`src/rtl/gcl_scheduler.sv`:
```
// Gate control list scheduler: stores GC entries from the update unit and
// walks them in fixed-length time slots, driving per-queue gate-open bits.
module gcl_scheduler #(
    parameter int              GC_DEPTH  = 32,
    parameter int              GATE_NUM  = 8,
    parameter logic [GATE_NUM-1:0] IDLE_GATE = 8'hFF
) (
    input  logic                clk,
    input  logic                rst_n,
    input  logic                in_gcs_gc_wr,
    input  logic [4:0]          in_gcs_gc_addr,
    input  logic [127:0]        in_gcs_gc,
    input  logic                in_gcs_test_stop,
    input  logic [19:0]         in_gcs_time_slot_cycle,
    input  logic                in_gcs_update_finish,
    output logic [GATE_NUM-1:0] out_gcs_gate_state,
    output logic                out_gcs_gate_valid,
    output logic [4:0]          out_gcs_slot_idx,
    output logic                out_gcs_cycle_start,
    output logic [15:0]         out_gcs_cycle_cnt
);

    localparam int EW = GATE_NUM + 1;
    localparam logic [4:0] LAST_IDX = 5'(GC_DEPTH - 1);

    typedef enum logic {
        S_IDLE,
        S_RUN
    } state_t;

    state_t state, state_n;

    logic [EW-1:0]       gc_mem [0:GC_DEPTH-1];
    logic                upd_d;
    logic [19:0]         slot_cnt, slot_cnt_n;
    logic [19:0]         t_lat, t_lat_n;
    logic [GATE_NUM-1:0] gate, gate_n;
    logic                valid, valid_n;
    logic [4:0]          idx, idx_n;
    logic                start, start_n;
    logic [15:0]         cnt, cnt_n;

    logic [19:0]         t_in;
    logic                upd_rise;
    logic                boundary;
    logic [EW-1:0]       cur_entry;
    logic [4:0]          nxt_idx;
    logic [EW-1:0]       nxt_entry;
    logic [EW-1:0]       first_entry;
    logic                wrap;

    // Upper entry bits carry nothing this block uses.
    logic unused_gc_bits;
    assign unused_gc_bits = ^in_gcs_gc[127:EW];

    always_comb begin
        t_in        = (in_gcs_time_slot_cycle == 20'd0) ? 20'd1
                                                        : in_gcs_time_slot_cycle;
        upd_rise    = in_gcs_update_finish & ~upd_d;
        boundary    = (slot_cnt == t_lat - 20'd1);
        cur_entry   = gc_mem[idx];
        wrap        = cur_entry[GATE_NUM] | (idx == LAST_IDX);
        nxt_idx     = wrap ? 5'd0 : idx + 5'd1;
        nxt_entry   = gc_mem[nxt_idx];
        first_entry = gc_mem[0];
    end

    always_comb begin
        state_n    = state;
        slot_cnt_n = slot_cnt;
        t_lat_n    = t_lat;
        gate_n     = gate;
        valid_n    = valid;
        idx_n      = idx;
        start_n    = 1'b0;
        cnt_n      = cnt;
        unique case (state)
            S_IDLE: begin
                gate_n  = IDLE_GATE;
                valid_n = 1'b0;
                idx_n   = 5'd0;
                if (upd_rise & ~in_gcs_test_stop) begin
                    state_n    = S_RUN;
                    idx_n      = 5'd0;
                    gate_n     = first_entry[GATE_NUM-1:0];
                    slot_cnt_n = 20'd0;
                    t_lat_n    = t_in;
                    start_n    = 1'b1;
                    valid_n    = 1'b1;
                end
            end
            S_RUN: begin
                if (in_gcs_test_stop) begin
                    state_n    = S_IDLE;
                    gate_n     = IDLE_GATE;
                    valid_n    = 1'b0;
                    idx_n      = 5'd0;
                    cnt_n      = 16'd0;
                    slot_cnt_n = 20'd0;
                end else if (upd_rise) begin
                    idx_n      = 5'd0;
                    gate_n     = first_entry[GATE_NUM-1:0];
                    slot_cnt_n = 20'd0;
                    t_lat_n    = t_in;
                    start_n    = 1'b1;
                    valid_n    = 1'b1;
                    cnt_n      = 16'd0;
                end else if (boundary) begin
                    slot_cnt_n = 20'd0;
                    t_lat_n    = t_in;
                    idx_n      = nxt_idx;
                    gate_n     = nxt_entry[GATE_NUM-1:0];
                    if (wrap) begin
                        start_n = 1'b1;
                        cnt_n   = cnt + 16'd1;
                    end
                end else begin
                    slot_cnt_n = slot_cnt + 20'd1;
                end
            end
            default: begin
                state_n = S_IDLE;
            end
        endcase
    end

    always_ff @(posedge clk or negedge rst_n) begin
        if (!rst_n) begin
            state    <= S_IDLE;
            upd_d    <= 1'b0;
            slot_cnt <= 20'd0;
            t_lat    <= 20'd1;
            gate     <= IDLE_GATE;
            valid    <= 1'b0;
            idx      <= 5'd0;
            start    <= 1'b0;
            cnt      <= 16'd0;
            for (int i = 0; i < GC_DEPTH; i++) begin
                gc_mem[i] <= '0;
            end
        end else begin
            state    <= state_n;
            upd_d    <= in_gcs_update_finish;
            slot_cnt <= slot_cnt_n;
            t_lat    <= t_lat_n;
            gate     <= gate_n;
            valid    <= valid_n;
            idx      <= idx_n;
            start    <= start_n;
            cnt      <= cnt_n;
            if (in_gcs_gc_wr) begin
                gc_mem[in_gcs_gc_addr] <= in_gcs_gc[EW-1:0];
            end
        end
    end

    assign out_gcs_gate_state  = gate;
    assign out_gcs_gate_valid  = valid;
    assign out_gcs_slot_idx    = idx;
    assign out_gcs_cycle_start = start;
    assign out_gcs_cycle_cnt   = cnt;

endmodule

```
`config.mk`:
```
export PLATFORM = sky130hd
export DESIGN_NAME = gcl_scheduler
export DESIGN_NICKNAME = d
export VERILOG_FILES = /design/src/rtl/gcl_scheduler.sv
export SDC_FILE = /design/constraint.sdc
export NUM_CORES = 1
export LEC_CHECK = 0
export CAP_MARGIN = 20
export CORE_UTILIZATION = 40
export CTS_CLUSTER_DIAMETER = 100
export DETAILED_ROUTE_END_ITERATION = 7
export HOLD_SLACK_MARGIN = 0.06
export SYNTH_ARGS = -nofsm -noshare
export SYNTH_HDL_FRONTEND = slang
export SYNTH_SLANG_ARGS = --single-unit
export TNS_END_PERCENT = 100
```
`constraint.sdc`:
```
create_clock -name clk -period 3.6 [get_ports clk]
set_input_delay 0.36 -clock clk [delete_from_list [all_inputs] [get_ports clk]]
set_output_delay 0.36 -clock clk [all_outputs]
set_load 0.05 [all_outputs]
```
==> results.cfg <==
[status]
outcome = finished, violations left
violations = setup timing

[floorplan]
dieArea_sq_um = 45100
dieHeight_microns = 212
core_area_sq_um = 43400
die_w_microns = 212
start_util_pct = 40.9
io_pins = 189
rows = 76

[timing]
grt_setup_unrepaired = yes
layout_setup_ws_ns = -0.0313
hold_viol_final = 0
relSlewSlack_pct = 27.8
finClkSkew_ns = 0.0196
setup_viol = 4
period_share_pct = 101
drv_slew = 0
worstMarginPinSlew_ns = 1.08
whs_ns = 0.314
fmax_ghz = 0.275
final.min_clock_period_ns = 3.63

[setup_path]
critical_path_class = reg2reg
r2r_end = out_gcs_cycle_cnt[11]
critPathLaunchType = flop
arrival_ns = 4.11
worstSetupStartpoint = t_lat[0]
end_kind = flop
worstPathRequired_ns = 4.08
rr_worst_depth = 16
worstSetupEndpoint = out_gcs_cycle_cnt[11]
rrSetupSlack_ns = -0.03
reg2reg_from = t_lat[0]
path_max_fanout = 5

[yosys]
synth_warnings = 0
synthCells = 1485
synthDistinctLibCells = 67
ys_top_cells_by_area = dfrtp_1, mux2_2, mux4_2
synth.avg_cell_area_sq_um = 11.9
yosysTopAreaCell = dfrtp_1
synth_edf_count = 0
ys_seq_elements = 361
async_flop_share_pct = 100
syn-cell-area_sq_um = 17700
syn_nets = 1648
yosys.area.top_type_share_pct = 49.7
synth.yosys.seq_area_share_pct = 51.1
synthFlopType = dfrtp_1

[power]
seq_power_share_pct = 45.7
p_leak_nw = 9.04
p_per_area_nw_per_um2 = 527
combPwrFrac_pct = 16.7
ir_drop_v = 0.000455
p_int_mw = 8.33
netSwitchingFraction_pct = 26.0
pwr-share-clk_pct = 37.6
p_switching_mw = 2.92

[placement]
portBuffers = 69
dp_cells = 2138
dp_slack_ns = -0.0857
dpl.hpwl_microns = 31600
gp_congestion = 0.859

[clocking]
numClockSinks = 361
cts_made_buffers = 40
cts_root_buffer = clkbuf_16
cts_tree = built
clk_latency_ns = 0.55
clk_pin_slew_worst_paths_ns = 0.06
clockBufferDepth = 3
cts_max_level = 2

[detailed_routing]
wire_per_inst_microns = 21.7
firstDrtPassIters = 5
drc = 0
wl_microns = 48500
ant_nets = 0
vias = 12700
drtIter0Drc = 1151
via_per_inst = 5.66

[min_path]
hold_class = in2reg

[layout]
instances_no_fill = 2235
antenna_cells = 0
drive_gt1_share_pct = 34.0
area_growth_pct = 20.5
finalNetCount = 1782

[global_routing]
antenna_found_initial = 0
grt_pass1_vias = 12800
overflow = 0
grt_pass1_wl_microns = 75700
grt_start_max_net_pins = 109
grt_util_all_layers_pct = 22.1

[flow_run]
maxCapViolCount = 0
area by class of cell:
class / count / area, sq um
multi-input combinational: 1023 / 8460
tap: 585 / 732
inverter: 16 / 62.6
fill: 3900 / 22000
clock inverter: 15 / 183
clock buffer: 58 / 1180
sequential: 361 / 9050
timing repair buffer: 177 / 1670
registers in the layout (all words and copies together) (netlist names), 5 cells and up:
register / count
gc_mem: 279
slot_cnt: 20
t_lat: 20
out_gcs_cycle_cnt: 16
first_entry: 9
out_gcs_gate_state: 8
out_gcs_slot_idx: 5
power groups by stage:
| stage | Clock [mW] | Combinational [mW] | Sequential, mW |
|---|---|---|---|
| floorplan | 0 | 1.16 | 5.19 |
| global placement | 0 | 1.79 | 5.17 |
| detailed placement | 0 | 1.83 | 5.21 |
| CTS | 4.32 | 1.86 | 5.14 |
| global route | 4.49 | 2.05 | 5.23 |
| finish | 4.23 | 1.88 | 5.14 |
worst min-delay path by stage:
| stage | endpoint | cells after the start | slack (ns) | start |
|---|---|---|---|---|
| floorplan | first_entry[0] | 0 | 0.06 | rst_n |
| global placement | out_gcs_gate_state[3] | 2 | 0.47 | out_gcs_gate_state[3] |
| detailed placement | out_gcs_gate_state[7] | 2 | 0.47 | out_gcs_gate_state[7] |
| CTS | upd_d | 1 | 0.30 | in_gcs_update_finish |
| global route | upd_d | 1 | 0.31 | in_gcs_update_finish |
| finish | upd_d | 1 | 0.31 | in_gcs_update_finish |
critical path: stages (launching register included):
cell and delay (ns):
dfstp_2 0.54, inv_2 0.05, ha_4 0.15, nor3b_4 0.15, nand4_1 0.17, buf_4 0.15
buf_4 0.10, buf_4 0.09, buf_4 0.11, o31ai_2 0.07, a2111oi_4 0.39, buf_4 0.16
nand3b_1 0.07, or4_4 0.54, o31a_1 0.34, or3_1 0.38, a21oi_2 0.12
routing by layer:
metal | GRT usage, % | share of wire (%) | wire [microns]
met3 | 3.71 | 5.5 | 2690
met5 | 0 | 0 | 0
met1 | 29.0 | 42 | 20600
met2 | 36.6 | 48 | 23400
met4 | 8.24 | 3.9 | 1880
cells in the mapped netlist (all sizes together) (15+ instances only):
master / number
and3: 18
inv: 15
nand2: 109
nand3: 43
a31oi: 16
xnor2: 20
mux4: 28
dfrtp: 352
nor2: 73
mux2i: 49
o21ai: 77
mux2: 314
nor3: 34
a21oi: 44
clkbuf: 75
cell families after synthesis:
kind of cell / after synthesis / share of synthesized area (%)
AO/OA/AOI/OAI: 219 / 7.80
XOR/XNOR: 31 / 1.53
adder cells (fa/ha/maj): 5 / 0.353
buffers and inverters: 102 / 2.22
flip-flops: 361 / 51.1
multiplexers: 391 / 26.3
AND/OR/NAND/NOR: 376 / 10.8
placed cells by master, fill, tap and decap left out, types with 16 or more instances in the layout:
cell type	instances
a31oi_1	16
xnor2_1	18
mux4_2	28
dfrtp_1	351
o21ai_0	73
a21oi_1	40
mux2i_1	49
clkbuf_16	43
nor2_1	71
and3_1	18
nand3_1	43
buf_4	92
nand2_1	107
mux2_2	313
nor3_1	33
clkdlybuf4s50_1	68
per-stage QoR:
step / setup TNS (ns) / area, sq um / power [mW] / util, %
after CTS: -0.0288 / 21100 / 11.3 / 48.6
after global routing: -3.65 / 21300 / 11.8 / 49.2
final: -0.0698 / 21300 / 11.3 / 49.2
after detailed placement: -0.364 / 19600 / 7.04 / 45.3
after global placement: -0.245 / 19600 / 6.95 / 45.3
after floorplan: 0 / 17700 / 6.36 / -
repair_timing:
item,in CTS,in global routing
setup buffers,5,15
hold buffers,1,0
setup endpoints to repair,11,55
endpoints found under the hold margin,97,0
gates cloned,1,2
resized for setup,8,24
pin swaps,10,13
Note: power is estimated with default switching activity, not from simulation.
